File: config.mk
export PLATFORM = sky130hd
export DESIGN_NAME = chess_board_store
export DESIGN_NICKNAME = d
export VERILOG_FILES = /design/src/rtl/chess_board_store.sv
export SDC_FILE = /design/constraint.sdc
export NUM_CORES = 1
export LEC_CHECK = 0
export BUFFER_PORTS_ARGS = -buffer_cell sky130_fd_sc_hd__buf_2
export CAP_MARGIN = 20
export CORE_MARGIN = 4
export CORE_UTILIZATION = 30
export CTS_CLUSTER_DIAMETER = 80
export CTS_CLUSTER_SIZE = 10
export DETAILED_ROUTE_END_ITERATION = 6
export HOLD_SLACK_MARGIN = 0.1
export SLEW_MARGIN = 20
export SYNTH_ARGS = -nofsm -noshare
export SYNTH_HDL_FRONTEND = slang
export SYNTH_SLANG_ARGS = --single-unit
File: constraint.sdc
create_clock -name clk -period 23.7 [get_ports clk]
set_input_delay 1.185 -clock clk [delete_from_list [all_inputs] [get_ports clk]]
set_output_delay 1.185 -clock clk [all_outputs]
set_load 0.01 [all_outputs]
File: src/rtl/chess_board_store.sv
// chess_board_store
// Authoritative 8x8 chess board register file. Holds all 64 squares, comes out
// of reset in the opening position, applies single-square writes from game
// logic, and exposes the whole board as a packed vector. A registered read
// port serves the renderer. A 64-cycle sequencer reloads the opening layout
// on new_game. Move count, initial-position flag and last capture are kept
// here as well.
//
// Optional feature macro: BOARD_CAPTURE_LOG_EN
//   defined   -> white_lost / black_lost count captured pieces (saturate at 15)
//   undefined -> white_lost / black_lost tied to zero
//
// Ports:
//   clk, rst              clock, asynchronous active-high reset
//   wr_en/wr_addr/wr_piece single-square write (addr = {row, col})
//   new_game              pulse requesting a board reload
//   rd_addr / rd_piece    renderer read port, one-cycle latency, pre-write data
//   board                 packed board, square n at [4n+3:4n]
//   busy                  reload in progress; writes are dropped
//   is_in_initial_state   board is the opening layout and untouched
//   move_count            completed half-moves, saturating
//   last_captured         most recently captured piece, 0 if none
//   white_lost/black_lost captured-piece counters

module chess_board_store #(
    parameter int MOVE_CNT_W = 10
) (
    input  logic                  clk,
    input  logic                  rst,
    input  logic                  wr_en,
    input  logic [5:0]            wr_addr,
    input  logic [3:0]            wr_piece,
    input  logic                  new_game,
    input  logic [5:0]            rd_addr,
    output logic [3:0]            rd_piece,
    output logic [255:0]          board,
    output logic                  busy,
    output logic                  is_in_initial_state,
    output logic [MOVE_CNT_W-1:0] move_count,
    output logic [3:0]            last_captured,
    output logic [3:0]            white_lost,
    output logic [3:0]            black_lost
);

    typedef enum logic [0:0] {
        IDLE = 1'b0,
        INIT = 1'b1
    } state_t;

    state_t                state_r;
    state_t                next_state_s;
    logic [5:0]            idx_r;
    logic [3:0]            squares_r [64];
    logic                  busy_r;
    logic                  init_flag_r;
    logic [MOVE_CNT_W-1:0] move_count_r;
    logic [3:0]            last_captured_r;
    logic [3:0]            rd_piece_r;

    logic                  start_s;
    logic                  init_last_s;
    logic                  accept_s;
    logic [3:0]            old_s;
    logic                  capture_s;
    logic                  move_done_s;
    logic                  changed_s;

    // Opening-layout value of a square: black on rows 0-1, white on rows 6-7.
    function automatic logic [3:0] opening_piece(input logic [5:0] idx);
        logic [2:0] back_type;
        logic [3:0] piece;
        case (idx[2:0])
            3'd0, 3'd7: back_type = 3'd4;  // rook
            3'd1, 3'd6: back_type = 3'd3;  // knight
            3'd2, 3'd5: back_type = 3'd2;  // bishop
            3'd3:       back_type = 3'd5;  // queen
            3'd4:       back_type = 3'd6;  // king
            default:    back_type = 3'd0;
        endcase
        case (idx[5:3])
            3'd0:    piece = {1'b1, back_type};
            3'd1:    piece = 4'h9;
            3'd6:    piece = 4'h1;
            3'd7:    piece = {1'b0, back_type};
            default: piece = 4'h0;
        endcase
        return piece;
    endfunction

    // Next-state logic and write qualification; new_game beats a same-cycle write.
    always_comb begin
        next_state_s = state_r;
        start_s      = 1'b0;
        init_last_s  = 1'b0;
        accept_s     = 1'b0;
        case (state_r)
            IDLE: begin
                if (new_game) begin
                    next_state_s = INIT;
                    start_s      = 1'b1;
                end else begin
                    accept_s = wr_en;
                end
            end
            INIT: begin
                if (idx_r == 6'd63) begin
                    next_state_s = IDLE;
                    init_last_s  = 1'b1;
                end else begin
                    next_state_s = INIT;
                end
            end
            default: begin
                next_state_s = IDLE;
            end
        endcase
    end

    // Classify the incoming write against the square's current contents.
    always_comb begin
        old_s       = squares_r[wr_addr];
        capture_s   = (old_s[2:0] != 3'd0) && (wr_piece[2:0] != 3'd0) &&
                      (old_s[3] != wr_piece[3]);
        move_done_s = (wr_piece == 4'h0) && (old_s[2:0] != 3'd0);
        changed_s   = (wr_piece != old_s);
    end

    // State register, reload index and busy flag.
    always_ff @(posedge clk or posedge rst) begin
        if (rst) begin
            state_r <= IDLE;
            idx_r   <= 6'd0;
            busy_r  <= 1'b0;
        end else begin
            state_r <= next_state_s;
            busy_r  <= (next_state_s == INIT);
            if (start_s) begin
                idx_r <= 6'd0;
            end else if (state_r == INIT) begin
                idx_r <= idx_r + 6'd1;
            end
        end
    end

    // Square storage: parallel opening load on reset, sequenced reload, or a write.
    always_ff @(posedge clk or posedge rst) begin
        if (rst) begin
            for (int i = 0; i < 64; i++) begin
                squares_r[i] <= opening_piece(6'(i));
            end
        end else if (state_r == INIT) begin
            squares_r[idx_r] <= opening_piece(idx_r);
        end else if (accept_s) begin
            squares_r[wr_addr] <= wr_piece;
        end
    end

    // Renderer read port; samples storage before this cycle's write lands.
    always_ff @(posedge clk or posedge rst) begin
        if (rst) begin
            rd_piece_r <= 4'h0;
        end else begin
            rd_piece_r <= squares_r[rd_addr];
        end
    end

    // Game bookkeeping: move count, last capture, initial-position flag.
    always_ff @(posedge clk or posedge rst) begin
        if (rst) begin
            move_count_r    <= '0;
            last_captured_r <= 4'h0;
            init_flag_r     <= 1'b1;
        end else if (start_s) begin
            move_count_r    <= '0;
            last_captured_r <= 4'h0;
        end else if (init_last_s) begin
            init_flag_r <= 1'b1;
        end else if (accept_s) begin
            if (capture_s) begin
                last_captured_r <= old_s;
            end
            if (move_done_s && (move_count_r != {MOVE_CNT_W{1'b1}})) begin
                move_count_r <= move_count_r + {{(MOVE_CNT_W-1){1'b0}}, 1'b1};
            end
            if (changed_s) begin
                init_flag_r <= 1'b0;
            end
        end
    end

`ifdef BOARD_CAPTURE_LOG_EN
    logic [3:0] white_lost_r;
    logic [3:0] black_lost_r;

    // Per-colour capture counters, saturating at 15.
    always_ff @(posedge clk or posedge rst) begin
        if (rst) begin
            white_lost_r <= 4'h0;
            black_lost_r <= 4'h0;
        end else if (start_s) begin
            white_lost_r <= 4'h0;
            black_lost_r <= 4'h0;
        end else if (accept_s && capture_s) begin
            if (old_s[3] == 1'b0) begin
                if (white_lost_r != 4'hF) white_lost_r <= white_lost_r + 4'h1;
            end else begin
                if (black_lost_r != 4'hF) black_lost_r <= black_lost_r + 4'h1;
            end
        end
    end

    assign white_lost = white_lost_r;
    assign black_lost = black_lost_r;
`else
    assign white_lost = 4'h0;
    assign black_lost = 4'h0;
`endif

    for (genvar g = 0; g < 64; g++) begin : g_board
        assign board[4*g +: 4] = squares_r[g];
    end

    assign rd_piece            = rd_piece_r;
    assign busy                = busy_r;
    assign is_in_initial_state = init_flag_r;
    assign move_count          = move_count_r;
    assign last_captured       = last_captured_r;

endmodule

# Yosys cells after proc, flatten, opt, wreduce, memory -nomap -nowiden
# Memory sizes are Yosys's and may differ from the RTL's.
# Index checks and enable logic that the tools add are counted.
dict set report totals {
  ff_bits 282
  latch_bits 0
  ram_bits 0
  mem_bits_ro 24
  out_inout_bits 284
  mem_count 1
}
dict set report classes {
  addsub 2
  multipliers 0
  div_mod_pow 0
  order_cmp 5
  eq_ne 8
  shifts 0
  n_mux 37
  bitwise 5
  reduce_logical 20
}
# memory depth word_bits rd rd_clocked_by_memory_dff write_ports line_no
set mem_list {}
lappend mem_list {{(no name shown)} 8 3 1 0 0 72} ;# case (idx[2:0])
# operator count
set ops {}
lappend ops {{$bwmux 256} 2}
lappend ops {{$mux 256} 2}
lappend ops {{$bmux 4 s6} 2}
lappend ops {{$demux 4 s6} 2}
lappend ops {{$mux 4} 11}
lappend ops {{$mux 10} 4}
lappend ops {{$ge 7x7->1 const B} 3}
lappend ops {{$not 6->7} 3}
lappend ops {{$pmux 4 s4} 1}
lappend ops {{$lt 7x1->1 const B} 2}
lappend ops {{$reduce_bool 2->1} 7}
lappend ops {{$mux 6} 2}
lappend ops {{$add 10x1->10 const B} 1}
lappend ops {{$mux 1} 10}
lappend ops {{$ne 10x10->1 const B} 1}
lappend ops {{$reduce_and 3->1} 3}
lappend ops {{$add 6x1->6 const B} 1}
lappend ops {{$eq 3x3->1 const B} 2}
lappend ops {{$eq 6x6->1 const B} 1}
lappend ops {{$logic_and 1x1->1} 6}
lappend ops {{$reduce_bool 3->1} 2}
lappend ops {{$logic_not 4->1} 1}
lappend ops {{$ne 4x4->1} 1}
lappend ops {{$eq 3x1->1 const B} 1}
lappend ops {{other kinds (5)} 6}

# Depth between registers and ports, before layout
# Gate-level depths: netlist (run 1).
dict set report depth {
  word_depth 11
  mapped_depth 13
  ltp_nobuf 9
}

# Worst setup path after synthesis (run 1)
# Ideal clock, no wire load.
dict set report synth_timing {
  path_type {input-to-reg}
  startpoint {in rd_addr[0]}
  endpoint {reg rd_piece_r[0] (netlist: rd_piece[0])}
  t_arrival_ns 3.560
  setup_slack_ns 20.002
  path_stages 5
  path_buffers 2
  cell_sequence {clkbuf_1 > buf_1 > mux4_2 > mux4_2 > mux4_2}
}
dict set report synth_via {
  elab_chain_cells 4
}
# element line_no
set synth_lines {}
lappend synth_lines {{start: declaration} 34} ;# input logic [5:0] rd_addr,
lappend synth_lines {{$not 6->7 (implied by the code)} 163} ;# rd_piece_r <= squares_r[rd_addr];
lappend synth_lines {{$bmux 4 s6} 163}
lappend synth_lines {{$mux 4 (implied by the code) (2 in series)} 163}
lappend synth_lines {{end signal: assignment} 163}
lappend synth_lines {{end: declaration} 58} ;# logic [3:0] rd_piece_r;
# No other way between the ends. The select of a mux whose other input is x is not followed.
# A chain may end at the register's enable or synchronous reset.

# Final worst setup path (run 1)
dict set report layout_timing {
  startpoint {in wr_addr[1]}
  endpoint {reg move_count_r[4] (netlist: move_count[4])}
}
dict set report layout_via {
  elab_chain_cells 9
}
# element line_no
set layout_lines {}
lappend layout_lines {{start: declaration} 31} ;# input logic [5:0] wr_addr,
lappend layout_lines {{$not 6->7 (implied by the code)} 121} ;# old_s = squares_r[wr_addr];
lappend layout_lines {{$bmux 4 s6} 121}
lappend layout_lines {{$mux 4 (implied by the code) (2 in series)} 121}
lappend layout_lines {{$reduce_bool 3->1} 124} ;# move_done_s = (wr_piece == 4'h0) && (old_s[2:0] != 3'd0);
lappend layout_lines {{$logic_and 1x1->1} 124}
lappend layout_lines {{$logic_and 1x1->1} 182} ;# if (move_done_s && (move_count_r != {MOVE_CNT_W{1'b1}})) begin
lappend layout_lines {{$reduce_bool 2->1 (no source line)} -}
lappend layout_lines {{$reduce_and 3->1 (no source line)} -}
lappend layout_lines {{end signal: assignment} 183} ;# move_count_r <= move_count_r + {{(MOVE_CNT_W-1){1'b0}}, 1'b1};
lappend layout_lines {{end: declaration} 56} ;# logic [MOVE_CNT_W-1:0] move_count_r;
# No other way between the ends. The select of a mux whose other input is x is not followed.

==> out/results.tsv, run 1 <==
metric	value	unit
status	completed	
clk_path_buf_depth	3	
p_seq_frac	0.413	
ys.warnings.count	0	
drcViolationCount	0	
skew	40.31	ps
rows	86	
cpMaxStageDelayCell	buf_4	
die_area	59610	um^2
critPathKind	in2reg	
grt_pass1_wl	127.0	mm
layout_common_cells	373 x nand2_1, 293 x buf_2, 225 x dfrtp_1	
clkTransAtPathRegs	60	ps
dp_hpwl	64.66	mm
die-width	244.2	um
post_drt_wl_per_cell	33.66	um
synthFlopType	dfrtp_1	
async_flop_share	1.000	
max_freq	198.9	MHz
syn-cell-area	16730	um^2
p_per_area	79.02	nW/um^2
sw_frac_of_total	0.3901	
initial_core_util	0.3031	
cts_setup_buffers	0	
leakage	8.304	nW
grt_max_degree	142	
drive_gt1_frac	0.3025	
synthCells	1640	
cts_hold_buffers	0	
synth-seq-area-share	0.4260	
grt_pass1_vias	16750	
avgSynthCellArea	10.20	um^2
p_int	958.9	uW
antenna_found_initial	3	
synth.distinct_cells	74	
period_share	0.2121	
maxCapViolations	0	
layout.nets	1908	
cts_tree	built	
slew_violations	0	
cp_max_fo	52	
core-area	55200	um^2
whs	543.1	ps
die_y	244.2	um
finalCriticalPeriod	5027	ps
grt_use_total	0.2910	
num_vias	17215	
ant_nets	0	
hold_viol_final	0	
slew_headroom	0.2229	
synth_top_cell_by_area	dfrtp_1	
htreeDepth	2	
tightest_slew	1166	ps
p_clk_frac	0.318	
path_cells	buf_2 -> buf_4 -> clkinv_2 -> a221o_1 -> a222oi_1 -> o2bb2ai_1 -> nor4_4 -> nand4_2 -> and3b_4 -> nand4_1 -> mux2i_1	
grt_overflow_total	0	
power_frac_comb	0.269	
io_pins	304	
setup_viol_count_final	0	
hold_path.class	reg2reg	
gp_congestion	1.032	
cp.arrival	5490	ps
required	24160	ps
synth_top_area_frac	0.3365	
cts_made_buffers	34	
end_kind	flop	
max_stage_delay	640	ps
synth-seq-cells	282	
area_growth_syn_to_layout	18.91	%
layout_commonest_cell	nand2_1	
synth-edff-count	0	
cts-resized-gates	0	
detail_route.wirelength	89.32	mm
cts.sinks	282	
portBuffers	295	
rsz0062_at_grt	no	
cp-start-kind	input port	
irDropWorstVdd	0.00005387	V
cts_root_buf	clkbuf_16	
insertion_delay	570	ps
first_pass_iters	6	
power.switching	613.2	uW
vias_per_cell	6.486	
drt_iter0_drc	2805	
synth.area.top_cells	dfrtp_1 34%, mux4_2 13%, dfstp_2 9.0%	
fillCellCount	5592	
tns	0	ps
==> final cells by class <==
type	instances	area [um^2]	share of cell area
Clock buffer	51	924.6	0.04648
Tap cell	748	935.9	0.04704
Sequential cell	282	7128	0.3583
Clock inverter	4	63.81	0.003207
Timing Repair Buffer	334	1778	0.08937
Inverter	10	51.30	0.002578
Multi-Input combinational cell	1223	9009	0.4528
Antenna cell	2	5.005	0.0002516
==> state kept, by name, indices dropped and copies added (netlist names) <==
register and count:
board 256, move_count 10, idx_r 6, last_captured 4, rd_piece 4, busy 1, is_in_initial_state 1
==> through the flow <==
| step | area (um^2) | std cells | power (mW) | utilization | setup slack [ps] |
|---|---|---|---|---|---|
| 2_1_floorplan | 16760 | 1647 | 0.8330 | - | 14830 |
| 3_3_place_gp | 18870 | 2596 | 1.056 | 0.3418 | 18420 |
| 3_5_place_dp | 18880 | 2596 | 1.060 | 0.3420 | 18240 |
| 4_1_cts | 19870 | 2651 | 1.557 | 0.3599 | 18800 |
| 5_1_grt | 19890 | 2652 | 1.620 | 0.3603 | 18570 |
| 6_report | 19900 | 2654 | 1.572 | 0.3604 | 18670 |
==> final timing paths <==
check | start | end | slack [ps] | cells after the start
setup reg to reg | board[152] | move_count[4] | 20230 | 8
min in group asynchronous | rst | board[223] | 750 | 2
hold / removal | board[64] | board[64] | 540 | 2
max in group asynchronous | rst | board[66] | 21400 | 3
setup / recovery | wr_addr[1] | move_count[4] | 18670 | 11
hold reg to reg | board[64] | board[64] | 540 | 2
==> critical path: cells and delay by family <==
| kind | cells | cell delay (ps) |
|---|---|---|
| buffers and inverters | 3 | 1660 |
| and+or+nand+nor | 4 | 1300 |
| AOI/OAI and AO/OA | 3 | 1060 |
| muxes | 1 | 220 |
==> power groups by stage <==
stage | clock network (mW) | logic [mW] | registers, mW
2_1_floorplan | 0 | 0.224 | 0.609
3_3_place_gp | 0 | 0.405 | 0.651
3_5_place_dp | 0 | 0.409 | 0.651
4_1_cts | 0.503 | 0.411 | 0.643
5_1_grt | 0.523 | 0.444 | 0.652
6_report | 0.500 | 0.423 | 0.650
==> per-layer routing <==
metal / wire length [um] / track usage / up-vias
li1: - / - / 6839
met1: 33570 / 0.3741 / 8696
met2: 40170 / 0.4493 / 1385
met3: 10710 / 0.08882 / 293
met4: 4851 / 0.1382 / 2
met5: 13 / 0 / -
==> Yosys cell counts (all sizes together), types with 9 or more instances <==
| library cell | n |
|---|---|
| o211ai | 24 |
| o221ai | 25 |
| nor3b | 9 |
| and3 | 10 |
| o21ai | 55 |
| dfstp | 57 |
| a22oi | 57 |
| o22ai | 13 |
| a221oi | 27 |
| buf | 57 |
| mux2i | 21 |
| nand2b | 12 |
| nor2 | 42 |
| and2 | 10 |
| o31ai | 164 |
| o311ai | 11 |
| nand2 | 373 |
| nor2b | 10 |
| o41ai | 14 |
| clkbuf | 75 |
| a22o | 11 |
| nor3 | 23 |
| or3 | 9 |
| a21oi | 50 |
| nand3 | 26 |
| mux2 | 26 |
| nand3b | 14 |
| mux4 | 94 |
| dfrtp | 225 |
| inv | 9 |
==> kinds of logic (layout without fill, tap and decap cells) <==
logic type,after synthesis,in the layout,share of synthesized area
xor gates and xnor gates,7,7,0.003664
other,1,10,0.0002241
adders and majority gates,3,3,0.002244
and+or+nand+nor,563,563,0.1511
muxes,141,141,0.1570
AOI/OAI and AO/OA,501,501,0.2186
DFF,282,282,0.4260
buffers and inverters,142,399,0.04106
Note: power is estimated with default switching activity, not from simulation.
==> run 2, diff against run 1 <==
- clock period: 23.7 -> 4.2 ns (I/O delays scaled with it)
==> run 2 against run 1 <==
  * Worst setup slack got worse by 18000 ps
  * Clock power grew to 5.5 times the previous value
  * Core utilization increased by 0.72 points
  * Critical path type is now reg2reg
  * Largest cell class unchanged
==> out/results.tsv, run 2 (same netlist as run 1, synthesis figures left out) <==
metric	value	unit	change
largest_reg_flops	256		unchanged
drcViolationCount	0		unchanged
grt_max_degree	129		was 142
cts_made_buffers	34		unchanged
end_kind	flop		unchanged
pre_cts_slack	531.2	ps	was 18240 ps
grt_pass1_wl	127.9	mm	was 127.0 mm
grt_overflow_total	0		unchanged
num_vias	17219		was 17215
slew_headroom	0.1683		was 0.2229
status	completed		unchanged
utilization	0.3677		was 0.3604
htreeDepth	2		unchanged
fillCellCount	5602		was 5592
rows	86		unchanged
clk_path_buf_depth	3		unchanged
dp_hpwl	67.49	mm	was 64.66 mm
drt_iter0_drc	2580		was 2805
maxCapViolations	0		unchanged
dp.cells	2638		was 2596
die_area	59610	um^2	unchanged
hold_viol_final	0		unchanged
leakage	8.538	nW	was 8.304 nW
tns	0	ps	unchanged
initial_core_util	0.3031		unchanged
cts_tree	built		unchanged
antenna_found_initial	3		unchanged
ant_nets	0		unchanged
cts_root_buf	clkbuf_16		unchanged
placedInstanceArea	19260	um^2	was 18880 um^2
drive_gt1_frac	0.3125		was 0.3025
vias_per_cell	6.375		was 6.486
first_pass_iters	6		unchanged
post_drt_wl_per_cell	33.41	um	was 33.66 um
finalCriticalPeriod	3423	ps	
portBuffers	295		unchanged
die-width	244.2	um	unchanged
skew	31.37	ps	was 40.31 ps
whs	143.9	ps	was 543.1 ps
io_pins	304		unchanged
grt_use_total	0.2944		was 0.2910
irDropWorstVdd	0.0003365	V	was 0.00005387 V
cts_setup_buffers	0		unchanged
critPathKind	reg2reg		was in2reg
hold_path.class	in2reg		was reg2reg
multi_input_area	8989	um^2	was 9009 um^2
clkTransAtPathRegs	60	ps	about the same
area_growth_syn_to_layout	21.30	%	was 18.91%
required	4660	ps	was 24160 ps
cts-resized-gates	0		unchanged
max_freq	292.1	MHz	
setup_viol_count_final	0		unchanged
gp_congestion	1.048		was 1.032
insertion_delay	570	ps	about the same
detail_route.wirelength	90.25	mm	was 89.32 mm
cts.sinks	282		unchanged
rsz0062_at_grt	no		unchanged
layout_common_cells	373 x nand2_1, 293 x buf_2, 225 x dfrtp_1		unchanged
setup_ws	776.9	ps	was 18670 ps
cts_hold_buffers	7		was 0
cp.arrival	3880	ps	was 5490 ps
die_y	244.2	um	unchanged
regArea	7128	um^2	unchanged
cp-start-kind	flop		was input port
slew_violations	0		unchanged
layout_commonest_cell	nand2_1		unchanged
p_per_area	435.7	nW/um^2	was 79.02 nW/um^2
layout.nets	1956		was 1908
fin_area	20290	um^2	was 19900 um^2
period_share	0.8150		
total_power	8.843	mW	was 1.572 mW
core-area	55200	um^2	unchanged
tightest_slew	1243	ps	was 1166 ps
cp_max_fo	18		was 52
grt_pass1_vias	16715		was 16750
final_cells	2701		was 2654
[run 2: path summary, 6_finish.rpt]
path,start,endpoint,slack [ps],cells after the start
max in group asynchronous,rst,move_count[5],2660,4
worst max-delay path,busy,board[240],780,7
worst min-delay path,rd_addr[4],rd_piece[2],140,2
min in group asynchronous,rst,board[150],340,3
worst min register to register,board[43],board[43],550,2
worst max register to register,busy,board[240],780,7
[run 2: final cells by class]
type	count	area share
sequential	282	0.3512
antenna	1	0.0001233
multi-input combinational	1223	0.4429
tap	748	0.04612
clock buffer	51	0.04507
inverter	10	0.002096
clock inverter	4	0.002096
timing repair buffer	382	0.1104
[run 2: per-layer routing]
layer	routed length [um]	vias up	GRT usage
li1	-	6923	-
met2	40470	1388	0.4649
met1	33730	8575	0.3812
met5	28	-	0
met3	11290	329	0.08651
met4	4732	4	0.1175
[run 2: critical path: stages, from the launching register on]
cell,delay [ps]
dfrtp_1,380
buf_4,200
nor2_1,300
nand2_1,310
nor2_1,950
a21boi_0,480
or3_1,470
o221ai_1,220
[run 2: where the power goes]
group	switching [mW]	total (mW)	internal, mW
Combinational	1.63	2.45	0.814
Sequential	0.585	3.66	3.08
Clock	1.22	2.73	1.51
